[config.mk]
export PLATFORM = sky130hd
export DESIGN_NAME = sram_rr_scheduler
export DESIGN_NICKNAME = d
export VERILOG_FILES = /design/src/rtl/sram_rr_scheduler.sv
export SDC_FILE = /design/constraint.sdc
export NUM_CORES = 1
export LEC_CHECK = 0
export ABC_AREA = 1
export CORE_AREA = 4 4 121 123
export CTS_BUF_LIST = sky130_fd_sc_hd__clkbuf_4 sky130_fd_sc_hd__clkbuf_8
export CTS_CLUSTER_SIZE = 10
export DETAILED_ROUTE_END_ITERATION = 12
export DIE_AREA = 0 0 125 127
export DONT_BUFFER_PORTS = 1
export PLACE_DENSITY = 0.7
export SLEW_MARGIN = 5
export SYNTH_ARGS = -nofsm -noshare
export SYNTH_HDL_FRONTEND = slang
export SYNTH_SLANG_ARGS = --single-unit
[constraint.sdc]
create_clock -name sram_clock -period 3.3 [get_ports sram_clock]
set_input_delay 0.165 -clock sram_clock [delete_from_list [all_inputs] [get_ports sram_clock]]
set_output_delay 0.165 -clock sram_clock [all_outputs]
set_load 0.005 [all_outputs]
[src/rtl/sram_rr_scheduler.sv]
// Four-port (W0, W1, R0, R1) round-robin SRAM request scheduler with an in-order
// read tag FIFO that steers returned read data back to the requesting read port.
module sram_rr_scheduler #(
  parameter int ADDR_WIDTH = 19,
  parameter int DATA_WIDTH = 32,
  parameter int MASK_WIDTH = 4,
  parameter int TAG_DEPTH  = 4
) (
  input  logic                  sram_clock,
  input  logic                  reset_n,
  input  logic                  w0_valid,
  output logic                  w0_ready,
  input  logic [ADDR_WIDTH-1:0] w0_addr,
  input  logic [DATA_WIDTH-1:0] w0_data,
  input  logic [MASK_WIDTH-1:0] w0_mask,
  input  logic                  w1_valid,
  output logic                  w1_ready,
  input  logic [ADDR_WIDTH-1:0] w1_addr,
  input  logic [DATA_WIDTH-1:0] w1_data,
  input  logic [MASK_WIDTH-1:0] w1_mask,
  input  logic                  r0_valid,
  output logic                  r0_ready,
  input  logic [ADDR_WIDTH-1:0] r0_addr,
  output logic [DATA_WIDTH-1:0] r0_dout,
  output logic                  r0_dout_valid,
  input  logic                  r1_valid,
  output logic                  r1_ready,
  input  logic [ADDR_WIDTH-1:0] r1_addr,
  output logic [DATA_WIDTH-1:0] r1_dout,
  output logic                  r1_dout_valid,
  input  logic                  sram_ready,
  output logic                  sram_addr_valid,
  output logic [ADDR_WIDTH-1:0] sram_addr,
  output logic [DATA_WIDTH-1:0] sram_data_in,
  output logic [MASK_WIDTH-1:0] sram_write_mask,
  input  logic [DATA_WIDTH-1:0] sram_data_out,
  input  logic                  sram_data_out_valid,
  output logic [2:0]            state,
  output logic                  tag_error
);
  localparam int PW = $clog2(TAG_DEPTH);
  localparam logic [PW:0]   DEPTH_C = (PW+1)'(TAG_DEPTH);
  localparam logic [PW:0]   CNT_ONE = 1;
  localparam logic [PW-1:0] PTR_ONE = 1;
  localparam logic [1:0] P_W0 = 2'd0, P_W1 = 2'd1, P_R0 = 2'd2, P_R1 = 2'd3;

  // Handshake: a request transfers in the cycle its *_valid and *_ready are both
  // high; ready is combinational, goes to the single arbitration winner only, and
  // never depends on anything but current valids, sram_ready and internal state.
  logic [1:0]            last_grant_q, port_q;
  logic [PW:0]           count_q;
  logic [PW-1:0]         wr_ptr_q, rd_ptr_q;
  logic [TAG_DEPTH-1:0]  tag_mem_q;
  logic                  addr_valid_q, err_q, r0_dv_q, r1_dv_q;
  logic [ADDR_WIDTH-1:0] addr_q;
  logic [DATA_WIDTH-1:0] data_q, r0_dout_q, r1_dout_q;
  logic [MASK_WIDTH-1:0] mask_q;

  logic [3:0]            eligible;
  logic [1:0]            cand, grant_port;
  logic                  grant_any, push, pop, pop_tag;
  logic [ADDR_WIDTH-1:0] sel_addr;
  logic [DATA_WIDTH-1:0] sel_data;
  logic [MASK_WIDTH-1:0] sel_mask;

  // Read eligibility uses the count before this cycle's pop.
  assign eligible = {r1_valid && (count_q < DEPTH_C), r0_valid && (count_q < DEPTH_C),
                     w1_valid, w0_valid};

  always_comb begin
    grant_any  = 1'b0;
    grant_port = last_grant_q;
    cand       = last_grant_q;
    for (int i = 1; i <= 4; i++) begin
      cand = last_grant_q + 2'(i);
      if (sram_ready && !grant_any && eligible[cand]) begin
        grant_any  = 1'b1;
        grant_port = cand;
      end
    end
  end

  assign w0_ready = grant_any && (grant_port == P_W0);
  assign w1_ready = grant_any && (grant_port == P_W1);
  assign r0_ready = grant_any && (grant_port == P_R0);
  assign r1_ready = grant_any && (grant_port == P_R1);

  always_comb begin
    sel_addr = '0;
    sel_data = '0;
    sel_mask = '0;
    case (grant_port)
      P_W0: begin
        sel_addr = w0_addr;
        sel_data = w0_data;
        sel_mask = (w0_mask == '0) ? '1 : w0_mask;
      end
      P_W1: begin
        sel_addr = w1_addr;
        sel_data = w1_data;
        sel_mask = (w1_mask == '0) ? '1 : w1_mask;
      end
      P_R0:    sel_addr = r0_addr;
      default: sel_addr = r1_addr;
    endcase
  end

  assign push    = r0_ready || r1_ready;
  assign pop     = sram_data_out_valid && (count_q != '0);
  assign pop_tag = tag_mem_q[rd_ptr_q];

  always_ff @(posedge sram_clock or negedge reset_n) begin
    if (!reset_n) begin
      last_grant_q <= P_R1;
      port_q       <= '0;
      addr_valid_q <= 1'b0;
      addr_q       <= '0;
      data_q       <= '0;
      mask_q       <= '0;
      count_q      <= '0;
      wr_ptr_q     <= '0;
      rd_ptr_q     <= '0;
      tag_mem_q    <= '0;
      r0_dv_q      <= 1'b0;
      r1_dv_q      <= 1'b0;
      r0_dout_q    <= '0;
      r1_dout_q    <= '0;
      err_q        <= 1'b0;
    end else begin
      addr_valid_q <= grant_any;
      if (grant_any) begin
        addr_q       <= sel_addr;
        data_q       <= sel_data;
        mask_q       <= sel_mask;
        port_q       <= grant_port;
        last_grant_q <= grant_port;
      end else begin
        addr_q <= '0;
        data_q <= '0;
        mask_q <= '0;
      end
      // Tag entry holds grant_port[0]: 0 routes the return to R0, 1 to R1.
      if (push) begin
        tag_mem_q[wr_ptr_q] <= grant_port[0];
        wr_ptr_q            <= wr_ptr_q + PTR_ONE;
      end
      if (pop) rd_ptr_q <= rd_ptr_q + PTR_ONE;
      if (push && !pop)      count_q <= count_q + CNT_ONE;
      else if (pop && !push) count_q <= count_q - CNT_ONE;
      r0_dv_q <= pop && !pop_tag;
      r1_dv_q <= pop && pop_tag;
      if (pop && !pop_tag) r0_dout_q <= sram_data_out;
      if (pop && pop_tag)  r1_dout_q <= sram_data_out;
      if (sram_data_out_valid && (count_q == '0)) err_q <= 1'b1;
    end
  end

  assign sram_addr_valid = addr_valid_q;
  assign sram_addr       = addr_q;
  assign sram_data_in    = data_q;
  assign sram_write_mask = mask_q;
  assign r0_dout         = r0_dout_q;
  assign r1_dout         = r1_dout_q;
  assign r0_dout_valid   = r0_dv_q;
  assign r1_dout_valid   = r1_dv_q;
  assign state           = {addr_valid_q, port_q};
  assign tag_error       = err_q;
endmodule

==> flow_metrics.env <==
export IMPL_status="complete, no violations"
export IMPL_ys_types=30
export IMPL_coreArea_um2=13700
export IMPL_fin_worst_skew_ns=0.0132
export IMPL_critPathArrivalTime_ns=3.37
export IMPL_syn_area_per_cell_um2=8.22
export IMPL_syn_num_nets=959
export IMPL_min_period_over_period=0.911
export IMPL_path_clk_slew_ns=0.08
export IMPL_start_kind="flop"
export IMPL_start_util=0.460
export IMPL_clkLatencyLatePin_ns=0.44
export IMPL_clockBufferDepth=2
export IMPL_layout_commonest_cell="nand2_1"
export IMPL_grtUsageTotal=0.249
export IMPL_grt_pass1_vias=5794
export IMPL_power_density_nw_per_um2=1180
export IMPL_ant_nets=0
export IMPL_wl_per_cell_um=18.4
export IMPL_io_pins=318
export IMPL_internal_power_uw=5470
export IMPL_rsz0062_at_grt="false"
export IMPL_end_kind="flop"
export IMPL_diodes=0
export IMPL_chipHeight_um=127
export IMPL_seqPwrFrac=0.315
export IMPL_hold_viol_final=0
export IMPL_cts_root_buf="clkbuf_8"
export IMPL_power_switching_share=0.446
export IMPL_drive_gt1_frac=0.0635
export IMPL_num_vias=5824
export IMPL_area_growth_pct=32.9
export IMPL_globalplace_congestion=0.839
export IMPL_grt_max_degree=139
export IMPL_hpwl_um=12600
export IMPL_holdWs_ns=0.0302
export IMPL_relSlewSlack=0.397
export IMPL_first_pass_iters=5
export IMPL_cts_setup_buffers=0
export IMPL_grtUsageMet1=0.291
export IMPL_tightest_slew_ns=0.904
export IMPL_grt_util_met2=0.404
export IMPL_slew_viol_final=0
export IMPL_clock_sinks=138
export IMPL_dieWidth_um=125
export IMPL_finalSetupViolCount=0
export IMPL_leakagePower_uw=0.00437
export IMPL_crit_path_max_fanout=39
export IMPL_max_cap_viol_count=0
export IMPL_grt_overflow_total=0
export IMPL_ir_worst_vdd_mv=0.613
export IMPL_pwr_share_comb=0.530
export IMPL_ys_warn_count=0
export IMPL_grt_antenna_before_repair=0
export IMPL_max_freq_ghz=0.333
export IMPL_numCtsBuffers=17
export IMPL_via_per_inst=5.32
export IMPL_nets=1095
export IMPL_drc_errors=0
export IMPL_hp_class="in2reg"
export IMPL_drt_iter0_drc=343
export IMPL_met3_usage=0.0949
export IMPL_stdcell_area_um2=8350
export IMPL_switching_power_uw=4400
export IMPL_ys_seq_area_frac=0.550
export IMPL_fin_setup_tns_ns=0
export IMPL_fp_row_count=43
export IMPL_netlist_instances=765
export IMPL_period_minus_slack_ns=3.01
export IMPL_port_buffers=0
export IMPL_grt_busiest_layer="met2"
export IMPL_syn_area_um2=6290
export IMPL_dieArea_um2=15900
export IMPL_path_class="reg2reg"
export IMPL_pwr_share_clk=0.155
export IMPL_synth_seq_cells=138
export IMPL_cts_tree="done"
export IMPL_wirelength_um=20100
export IMPL_dpl_cell_area_um2=6380
export IMPL_most_common_layout_cells="263 x nand2_1, 148 x dlygate4sd3_1, 136 x dfrtp_1"
export IMPL_grt_pass1_wl_um=30900
export IMPL_htree_num_levels=4
export IMPL_cp_data_required_time_ns=3.67
## power groups by stage
stage	clock, uW	combinational [uW]	sequential (uW)
detailed placement	0	3940	3130
global route	1650	5900	3190
CTS	1560	4950	3100
finish	1530	5230	3110
global placement	0	3850	3130
floorplan	0	3180	2890
## sequential cells by signal (all words and copies together), names as in the netlist, 3 cells and up
name and cells:
tag_mem_q 4, sram_data_in 32, sram_addr 19, r0_dout 32
sram_write_mask 4, r1_dout 32, count_q 3
## metal layers
metal / wire length [um] / part of all wire
met5: 0 / 0
met4: 962 / 0.048
met2: 9770 / 0.49
met1: 7270 / 0.36
met3: 2140 / 0.11
## metrics by stage
step | cells | util | total power [uW] | setup slack, ns
CTS | 1092 | 0.607 | 9600 | 0.0926
global route | 1094 | 0.611 | 10700 | 0.0562
detailed placement | 913 | 0.467 | 7060 | 0.464
global placement | 913 | 0.467 | 6970 | 0.563
floorplan | 765 | - | 6060 | 0.636
finish | 1094 | 0.611 | 9870 | 0.293
## final cells by class
type | count | area, um2
clock inverter | 13 | 190
fill | 1093 | 5310
sequential | 138 | 3460
inverter | 90 | 340
tap | 180 | 225
timing repair buffer | 158 | 1590
clock buffer | 19 | 249
multi-input combinational | 496 | 2300
## repair_timing
item,CTS,global route
hold endpoints to repair,261,138
resized for setup,0,6
hold buffers,147,2
endpoints found under the setup margin,0,41
## path summary, 6_finish.rpt
path                            slack (ns)                        start                          to  depth (start not counted)
max in group asynchronous             2.39                      reset_n    tag_mem_q[0]$_DFFE_PN0P_                          2
worst max register to register        0.29  last_grant_q[0]$_DFFE_PN1P_     sram_addr[10]$_DFF_PN0_                         14
worst min-delay path                  0.03                   r0_addr[1]      sram_addr[1]$_DFF_PN0_                          4
worst max-delay path                  0.29  last_grant_q[0]$_DFFE_PN1P_     sram_addr[10]$_DFF_PN0_                         14
min in group asynchronous             0.35                      reset_n  sram_data_in[27]$_DFF_PN0_                          2
worst min register to register        0.50      rd_ptr_q[1]$_DFFE_PN0P_     rd_ptr_q[1]$_DFFE_PN0P_                          1
## synth_stat cells (all sizes together)
cell type | n | area [um2]
nand4 | 42 | 263
inv | 89 | 337
a21oi | 6 | 30.0
nor3 | 2 | 32.5
clkbuf | 19 | 72.6
nand2 | 267 | 1020
a31o | 1 | 8.76
ha | 5 | 62.6
o21ai | 89 | 445
nand3 | 47 | 245
dfstp | 2 | 52.6
nor2 | 31 | 126
fa | 1 | 20.0
xor2 | 3 | 26.3
buf | 22 | 126
a31oi | 1 | 6.26
clkinv | 1 | 3.75
xnor2 | 1 | 8.76
dfrtp | 136 | 3400
## kinds of logic (layout without fill, tap and decap cells)
kind of cell,count (synthesis),in the layout,synth area share
and+or+nand+nor,389,389,0.268
DFF,138,138,0.550
buffers and inverters,131,280,0.0858
AOI/OAI and AO/OA,97,97,0.0780
adders and majority gates,6,6,0.0131
xor gates and xnor gates,4,4,0.00557
## critical path, stage by stage (launching register included)
cell and delay, ns:
dfstp_2 0.65, inv_4 0.08, nand2_1 0.06, nand2_1 0.09, nand2_1 0.11, nand3_1 0.14
nand2_1 0.14, nand3_1 0.10, nand2_2 0.21, buf_6 0.29, nand4_1 0.20, nand2_1 0.14
nor2_1 0.05, nor2_1 0.10, dlygate4sd3_1 0.57
Power figures use the tool's default switching activity.
